--- src/rtl/uart_rx_core_if.sv ---
// rtl/uart_rx_core_if.sv - received-character valid/ready interface
interface uart_rx_core_if #(
    parameter int DATA_BITS = 8
);
    logic [DATA_BITS-1:0] rx_data;
    logic                 rx_valid;
    logic                 rx_ready;
    logic                 parity_err;
    logic                 frame_err;

    modport master (output rx_data, rx_valid, parity_err, frame_err, input rx_ready);
    modport slave  (input rx_data, rx_valid, parity_err, frame_err, output rx_ready);
endinterface

--- src/rtl/uart_rx_core.sv ---
// rtl/uart_rx_core.sv - oversampled UART receiver with 3-sample majority vote
// and a held valid/ready character output carrying parity and framing status.
module uart_rx_core #(
    parameter int CLK_HZ      = 30000000,
    parameter int BAUD        = 115200,
    parameter int OVERSAMPLE  = 16,
    parameter int SYNC_STAGES = 2,
    parameter int DATA_BITS   = 8,
    parameter int PARITY      = 0,
    parameter int STOP_BITS   = 1
) (
    input  logic           clk,
    input  logic           reset_n,
    input  logic           uart_rx,
    uart_rx_core_if.master rx_if,
    output logic           overrun,
    output logic           busy
);
    localparam int   DIV = (CLK_HZ + (BAUD * OVERSAMPLE) / 2) / (BAUD * OVERSAMPLE);
    localparam int   H   = OVERSAMPLE / 2;
    localparam int   DW  = (DIV > 2) ? $clog2(DIV) : 1;
    localparam int   SW  = $clog2(OVERSAMPLE);
    localparam int   BW  = $clog2(DATA_BITS + 1);
    localparam logic ODD = (PARITY == 1);

    if (DIV < 2) begin : g_bad_div
        $error("uart_rx_core: clock too slow for BAUD*OVERSAMPLE (DIV < 2)");
    end

    typedef enum logic [2:0] {S_IDLE, S_START, S_DATA, S_PARITY, S_STOP} state_t;

    state_t                 state_q, state_d;
    logic [SYNC_STAGES-1:0] sync_q, fill_q;
    logic                   rx_s, rx_prev_q;
    logic [DW-1:0]          div_q;
    logic [SW-1:0]          samp_q;
    logic [BW-1:0]          bit_cnt_q;
    logic                   v0_q, v1_q;
    logic [DATA_BITS-1:0]   shreg_q, rx_data_q;
    logic                   par_err_q, frm_err_q, done_q;
    logic                   rx_valid_q, parity_err_q, frame_err_q, overrun_q;
    logic                   tick, bit_end, vote, maj, start_det, frame_done;

    assign rx_s = sync_q[SYNC_STAGES-1];

    always_comb begin
        tick       = (div_q == DW'(DIV - 1));
        bit_end    = tick && (samp_q == SW'(OVERSAMPLE - 1));
        vote       = tick && (samp_q == SW'(H + 1));
        maj        = (v0_q & v1_q) | (v0_q & rx_s) | (v1_q & rx_s);
        start_det  = 1'b0;
        frame_done = 1'b0;
        state_d    = state_q;
        case (state_q)
            S_IDLE: begin
                if (rx_prev_q && !rx_s) begin
                    start_det = 1'b1;
                    state_d   = S_START;
                end
            end
            S_START: begin
                if (vote && maj)  state_d = S_IDLE;
                else if (bit_end) state_d = S_DATA;
            end
            S_DATA: begin
                if (bit_end && bit_cnt_q == BW'(DATA_BITS - 1))
                    state_d = (PARITY != 0) ? S_PARITY : S_STOP;
            end
            S_PARITY: begin
                if (bit_end) state_d = S_STOP;
            end
            S_STOP: begin
                // leave on the last vote so an immediately following start edge is seen
                if (vote && bit_cnt_q == BW'(STOP_BITS - 1)) begin
                    state_d    = S_IDLE;
                    frame_done = 1'b1;
                end
            end
            default: state_d = S_IDLE;
        endcase
    end

    always_ff @(posedge clk or negedge reset_n) begin
        if (!reset_n) state_q <= S_IDLE;
        else          state_q <= state_d;
    end

    always_ff @(posedge clk or negedge reset_n) begin
        if (!reset_n) begin
            sync_q       <= '1;
            fill_q       <= '0;
            rx_prev_q    <= 1'b0;
            div_q        <= '0;
            samp_q       <= '0;
            bit_cnt_q    <= '0;
            v0_q         <= 1'b0;
            v1_q         <= 1'b0;
            shreg_q      <= '0;
            par_err_q    <= 1'b0;
            frm_err_q    <= 1'b0;
            done_q       <= 1'b0;
            rx_data_q    <= '0;
            rx_valid_q   <= 1'b0;
            parity_err_q <= 1'b0;
            frame_err_q  <= 1'b0;
            overrun_q    <= 1'b0;
        end else begin
            sync_q <= {sync_q[SYNC_STAGES-2:0], uart_rx};
            fill_q <= {fill_q[SYNC_STAGES-2:0], 1'b1};
            // rx_prev only trusts rx_s once the chain holds real line samples, so a line
            // still low out of reset needs a genuine high-then-low before a start
            rx_prev_q <= rx_s & fill_q[SYNC_STAGES-1];

            if (start_det || tick) div_q <= '0;
            else                   div_q <= div_q + 1'b1;

            if (start_det)
                samp_q <= '0;
            else if (tick)
                samp_q <= (samp_q == SW'(OVERSAMPLE - 1)) ? '0 : samp_q + 1'b1;

            if (state_d != state_q) bit_cnt_q <= '0;
            else if (bit_end)       bit_cnt_q <= bit_cnt_q + 1'b1;

            if (tick && samp_q == SW'(H - 1)) v0_q <= rx_s;
            if (tick && samp_q == SW'(H))     v1_q <= rx_s;

            if (vote && state_q == S_DATA) shreg_q <= {maj, shreg_q[DATA_BITS-1:1]};

            if (start_det)                       par_err_q <= 1'b0;
            else if (vote && state_q == S_PARITY) par_err_q <= maj ^ (^shreg_q) ^ ODD;

            if (start_det)                           frm_err_q <= 1'b0;
            else if (vote && state_q == S_STOP && !maj) frm_err_q <= 1'b1;

            done_q    <= frame_done;
            overrun_q <= 1'b0;
            if (done_q) begin
                if (!rx_valid_q || rx_if.rx_ready) begin
                    rx_data_q    <= shreg_q;
                    parity_err_q <= par_err_q;
                    frame_err_q  <= frm_err_q;
                    rx_valid_q   <= 1'b1;
                end else begin
                    overrun_q <= 1'b1;
                end
            end else if (rx_valid_q && rx_if.rx_ready) begin
                rx_valid_q   <= 1'b0;
                parity_err_q <= 1'b0;
                frame_err_q  <= 1'b0;
            end
        end
    end

    assign rx_if.rx_data    = rx_data_q;
    assign rx_if.rx_valid   = rx_valid_q;
    assign rx_if.parity_err = parity_err_q;
    assign rx_if.frame_err  = frame_err_q;
    assign overrun          = overrun_q;
    assign busy             = (state_q != S_IDLE);
endmodule

--- src/flat_wrapper.sv ---
// flat-port wrapper written by rule: the top's interface ports become plain ports
module uart_rx_core_flat 
#(
    parameter int CLK_HZ      = 30000000,
    parameter int BAUD        = 115200,
    parameter int OVERSAMPLE  = 16,
    parameter int SYNC_STAGES = 2,
    parameter int DATA_BITS   = 8,
    parameter int PARITY      = 0,
    parameter int STOP_BITS   = 1
)
  (clk, reset_n, uart_rx, overrun, busy, rx_if_rx_data, rx_if_rx_valid, rx_if_parity_err, rx_if_frame_err, rx_if_rx_ready);
  uart_rx_core_if #(.DATA_BITS(DATA_BITS)) rx_if_i ();
  input  logic clk;
  input  logic reset_n;
  input  logic uart_rx;
  output logic overrun;
  output logic busy;
  output wire logic [$bits(rx_if_i.rx_data)-1:0] rx_if_rx_data;
  output wire logic [$bits(rx_if_i.rx_valid)-1:0] rx_if_rx_valid;
  output wire logic [$bits(rx_if_i.parity_err)-1:0] rx_if_parity_err;
  output wire logic [$bits(rx_if_i.frame_err)-1:0] rx_if_frame_err;
  input wire logic [$bits(rx_if_i.rx_ready)-1:0] rx_if_rx_ready;
  assign rx_if_rx_data = rx_if_i.rx_data;
  assign rx_if_rx_valid = rx_if_i.rx_valid;
  assign rx_if_parity_err = rx_if_i.parity_err;
  assign rx_if_frame_err = rx_if_i.frame_err;
  assign rx_if_i.rx_ready = rx_if_rx_ready;
  uart_rx_core #(.CLK_HZ(CLK_HZ), .BAUD(BAUD), .OVERSAMPLE(OVERSAMPLE), .SYNC_STAGES(SYNC_STAGES), .DATA_BITS(DATA_BITS), .PARITY(PARITY), .STOP_BITS(STOP_BITS)) u_core (.clk(clk), .reset_n(reset_n), .uart_rx(uart_rx), .rx_if(rx_if_i), .overrun(overrun), .busy(busy));
endmodule
--- config.mk ---
export PLATFORM = sky130hd
export DESIGN_NAME = uart_rx_core_flat
export DESIGN_NICKNAME = d
export VERILOG_FILES = /design/src/rtl/uart_rx_core_if.sv /design/src/rtl/uart_rx_core.sv /design/src/flat_wrapper.sv
export SDC_FILE = /design/constraint.sdc
export NUM_CORES = 1
export LEC_CHECK = 0
export BUFFER_PORTS_ARGS = -buffer_cell sky130_fd_sc_hd__buf_2
export CAP_MARGIN = 20
export CELL_PAD_IN_SITES_DETAIL_PLACEMENT = 0
export CELL_PAD_IN_SITES_GLOBAL_PLACEMENT = 2
export CORE_MARGIN = 1
export CORE_UTILIZATION = 40
export DETAILED_ROUTE_END_ITERATION = 8
export PLACE_DENSITY = 0.77
export SLEW_MARGIN = 25
export SYNTH_ARGS = -nofsm -noshare
export SYNTH_HDL_FRONTEND = slang
export SYNTH_SLANG_ARGS = --single-unit
--- constraint.sdc ---
create_clock -name clk -period 2.4 [get_ports clk]
set_input_delay 0.72 -clock clk [delete_from_list [all_inputs] [get_ports clk]]
set_output_delay 0.72 -clock clk [all_outputs]
set_load 0.02 [all_outputs]
# After elaboration in Yosys (flattened, before gate mapping)
# Cells that the tools add are included.
totals:
  inputBits: 4
  reg_bits: 45
  elab_cells: 99
op_classes:
  add_sub_neg: 3
  n_eq_ne: 12
  bitwise_logic: 7
  n_mux: 30
  reduce_logical: 29
op_table:
  columns: ["operator", "n"]
  rows:
  - ["$mux W4", 6]
  - ["$mux W3", 6]
  - ["$mux W1", 17]
  - ["$eq A4 B4 Y1 const B", 4]
  - ["$pmux W3 S5", 1]
  - ["$logic_and A1 B1 Y1", 13]
  - ["$add A4 B1 Y4 const B", 3]
  - ["$reduce_bool A2 Y1", 5]
  - ["$eq A4 B3 Y1 const B", 2]
  - ["$reduce_xor A8 Y1", 1]
  - ["$eq A3 B2 Y1 const B", 2]
  - ["$and A1 B1 Y1", 4]
  - ["$logic_not A4 Y1", 1]
  - ["$reduce_and A2 Y1", 2]
  - ["$eq A3 B1 Y1 const B", 1]
  - ["$eq A3 B3 Y1 const B", 1]
  - ["$logic_not A1 Y1", 3]
  - ["$logic_not A3 Y1", 1]
  - ["$ne A3 B3 Y1", 1]
  - ["$reduce_bool A3 Y1", 1]
  - ["$logic_or A1 B1 Y1", 2]
  - ["$ne A2 B2 Y1 const B", 1]
  - ["$or A1 B1 Y1", 2]
  - ["$xor A1 B1 Y1", 1]

# Depth between registers and ports, before layout
logic_depth:
  ltp_word: 8
  depth_mapped: 8
  mapped_depth_nobuf: 7

# Worst setup path before layout
# OpenSTA, ideal clock, no wires.
synth_timing:
  kind: "reg-to-reg"
  start: "reg u_core.div_q[0]"
  end: "reg u_core.shreg_q[0]"
  required_time_ns: 2.275
  path_buffers: 2
  arrival_ns: 1.654
  period_less_slack_ns: 1.779
  setup_slack_ns: 0.621
  stages_incl_launch_ff: 8
  cell_sequence: "dfrtp_1 > ha_1 > and3_1 > buf_6 > and3_1 > buf_6 > nand4_4 > mux2_2"
synth_via:
  elab_chain_len: 3
synth_lines:
  columns: ["element", "line_no", "rtl"]
  rows:
  - ["from (decl)", "uart_rx_core.sv:35", "logic [DW-1:0] div_q;"]
  - ["from (signal assigned)", "uart_rx_core.sv:115", "else div_q <= div_q + 1'b1;"]
  - ["$eq A4 B4 Y1", "uart_rx_core.sv:47", "tick = (div_q == DW'(DIV - 1));"]
  - ["$logic_and A1 B1 Y1", "uart_rx_core.sv:49", "vote = tick && (samp_q == SW'(H + 1));"]
  - ["$logic_and A1 B1 Y1", "uart_rx_core.sv:128", "if (vote && state_q == S_DATA) shreg_q <= {maj, shreg_q[DATA_BITS-1:1]};"]
  - ["to (signal assigned)", "uart_rx_core.sv:128", null]
  - ["to (decl)", "uart_rx_core.sv:39", "logic [DATA_BITS-1:0] shreg_q, rx_data_q;"]
# Every way passes these cells.
# A chain may end at the register's enable or synchronous reset.

# Final worst setup path
layout_timing:
  start: "reg u_core.state_q[1]"
  end: "out busy"
layout_via:
  elab_chain_len: 1
layout_lines:
  columns: ["element", "line_no", "rtl"]
  rows:
  - ["from (decl)", "uart_rx_core.sv:32", "state_t state_q, state_d;"]
  - ["from (signal assigned)", "uart_rx_core.sv:85", "else state_q <= state_d;"]
  - ["$reduce_bool A3 Y1", "uart_rx_core.sv:160", "assign busy = (state_q != S_IDLE);"]
  - ["to (decl)", "flat_wrapper.sv:18", "output logic busy;"]
# Every way passes these cells.

==> run_results.csv <==
group,metric,value,unit
global_routing,grt_pass1_wl,5600,um
cells_and_area,area_growth,11.8,%
setup_path,crit_path_start_kind,"flip-flop",
timing,final_max_slew_viol_count,0,
timing,worstMarginPinSlew,0.569,ns
outcome,status,"finished clean",
cts,clk_pin_slew,0.08,ns
setup_path,critPathBufInv,1,
logic_synthesis,synth_cell_types,38,
setup_path,path_class,"reg -> out",
hold_path,hold_depth,0,
cells_and_area,layout_commonest_cell,"dfrtp_1",
cts,clock_sinks,45,
placement,io_buffers,16,
global_routing,antenna_found_initial,0,
cells_and_area,diodes,0,
setup_path,cp_cell_sequence,"nor2_1 > nand2_1 > buf_2",
global_routing,grt_remaining_overflow,0,
logic_synthesis,synthArstFlopShare,1.00,
placement,gp_congestion,0.755,
timing,finalWorstPathRequiredPeriod,2.19,ns
floorplanning,die_w,73.2,um
power,irDropWorstVdd,420,uV
detailed_routing,ant_nets,0,
cells_and_area,regArea,1130,sq um
cts,cts-root-buf,"clkbuf_8",
global_routing,grt_use_total,0.142,
run,max_cap_violations,0,
timing,rsz0062_at_grt,"no",
timing,setup_viol,0,
cells_and_area,layout.nets,200,
cts,cts_buffers,5,
cts,htreeDepth,2,
detailed_routing,drc_errors,0,
setup_path,regToRegSetupSlack,0.45,ns
cts,cts_setup_buffers,0,
logic_synthesis,yosysSeqAreaShare,0.556,
logic_synthesis,yosys-top-cells-area,"dfrtp_1 (53%), mux2_2 (9.4%), ha_1 (3.7%)",
setup_path,critPathSlowestCell,"dfrtp_1",
cells_and_area,fill_cells,450,
power,power_leakage,0.00110,uW
logic_synthesis,syn_nets,179,
detailed_routing,vias,1264,
floorplanning,die_y,73.2,um
logic_synthesis,yosysWarningCount,0,
floorplanning,ioPinCount,17,
logic_synthesis,syn_area,2030,sq um
detailed_routing,first_pass_iters,4,
detailed_routing,viasPerCell,4.90,
setup_path,endpoint_kind,"output port",
setup_path,worstPathMaxFanout,8,
cts,ctsResizeCount,0,
setup_path,worstPathRequired,1.68,ns
setup_path,cp_num_cells,3,
logic_synthesis,syn_area_per_cell,12.0,sq um
floorplanning,rows,25,
floorplanning,dieArea,5360,sq um
logic_synthesis,synth_edf_count,0,
detailed_routing,drt_iter0_drc,29,
timing,finalHoldViolCount,0,
logic_synthesis,ys_seq_elements,45,
power,p_total,1580,uW
cts,cts_hold_buf,0,
setup_path,path_delay_family,"flip-flops",
timing,fmax,457,MHz
cts,clock_path_buffers,2,
placement,dp_hpwl,2450,um
cells_and_area,multi_input_area,838,sq um
cts,clock_latency,0.29,ns
setup_path,rr_worst_depth,6,
hold_path,hold_path.class,"reg -> reg",
logic_synthesis,synthCells,169,
logic_synthesis,synth_flop_cell,"dfrtp_1",
power,p_per_area,695,nW/um^2
floorplanning,start_util,0.424,
global_routing,grt_max_degree,46,
cts,cts_tree,"yes",
cells_and_area,layout-drive-gt1-share,0.251,
timing,slew_headroom,0.621,
logic_synthesis,yosysTopAreaCell,"dfrtp_1",
setup_path,cpPeakStageDelay,0.50,ns
global_routing,grt_pass1_vias,1166,
timing,tns,0,ns
timing,post-route-period-util,0.911,
cells_and_area,final_cell_mix,"dfrtp_1 (43), mux2_2 (17), nand2_1 (16), buf_2 (16), nor2_1 (10)",
detailed_routing,totalWireLength,3400,um
logic_synthesis,synth_top_area_frac,0.531,
setup_path,cp.arrival,1.47,ns
floorplanning,core,4790,sq um
detailed_routing,avgRoutedWirePerCell,13.2,um
timing,skew,0.0108,ns
[layout make-up]
cell class              count  share of cell area
clock inverters             2             0.00607
flip-flops and latches     45               0.498
well taps                  67              0.0370
repair buffers             17              0.0386
multi-input cells         112               0.370
clock buffers               6              0.0364
inverters                   9              0.0149
[worst reg2reg max path, stage by stage (launching register included)]
cell	delay (ns)
dfrtp_1	0.37
ha_1	0.21
and3_1	0.30
and3_1	0.37
a21boi_0	0.14
o2111ai_1	0.35
nor2_1	0.10
[through the flow]
step,std cells,hold slack (ns),setup slack [ns],utilization,cell area [sq um]
4_1_cts,258,0.357,0.207,0.474,2270
2_1_floorplan,169,0.331,0.621,-,2030
3_5_place_dp,250,0.339,0.461,0.454,2170
3_3_place_gp,250,0.345,0.536,0.454,2170
6_report,258,0.357,0.214,0.474,2270
5_1_grt,258,0.359,0.0951,0.474,2270
[power by group]
part / switching (uW) / total (uW) / internal, uW
Clock: 249 / 482 / 233
Combinational: 123 / 215 / 91.3
Sequential: 58.1 / 881 / 822
Total: 430 / 1580 / 1150
[sequential cells by signal (all words and copies together), names as in the netlist, 2 cells and up]
signal	cells
u_core.rx_if.rx_data	8
u_core.shreg_q	8
u_core.bit_cnt_q	4
u_core.div_q	4
u_core.samp_q	4
u_core.state_q	3
u_core.fill_q	2
u_core.sync_q	2
[logic make-up (layout without fill, tap and decap cells)]
kind of cell / after synthesis / in the layout / synth area share
adders and majority gates: 7 / 7 / 0.0426
other: 1 / 1 / 0.00185
buffers and inverters: 12 / 34 / 0.0302
xor gates and xnor gates: 13 / 13 / 0.0629
AOI/OAI and AO/OA: 20 / 20 / 0.0611
DFF: 45 / 45 / 0.556
muxes: 18 / 18 / 0.0993
and+or+nand+nor: 53 / 53 / 0.146
[layer usage]
layer / track usage / vias to the layer above / part of all wire
li1: - / 623 / -
met1: 0.203 / 614 / 0.51
met2: 0.201 / 23 / 0.44
met3: 0.0470 / 4 / 0.037
met4: 0.0523 / 0 / 0.012
met5: 0 / - / 0
[worst paths after layout]
check	start	to
max in group asynchronous	reset_n	u_core.done_q
min in group asynchronous	reset_n	u_core.div_q[1]
setup reg to reg	u_core.div_q[0]	u_core.bit_cnt_q[0]
setup / recovery	u_core.state_q[1]	busy
hold reg to reg	u_core.fill_q[0]	u_core.fill_q[1]
hold / removal	u_core.fill_q[0]	u_core.fill_q[1]
[synth_stat cells (2+ instances only)]
library cell / number
dfrtp_1: 43
mux2_2: 17
nand2_1: 16
nor2_1: 10
inv_1: 9
xnor2_1: 8
o21ai_0: 7
a21oi_1: 6
ha_1: 6
nand3_1: 6
xor2_1: 4
and3_1: 3
and2_1: 2
and4_1: 2
buf_6: 2
dfstp_2: 2
nand4_1: 2
nor2b_1: 2
nor3b_1: 2
or4_1: 2
No activity file was read; power rests on OpenSTA's default activity.
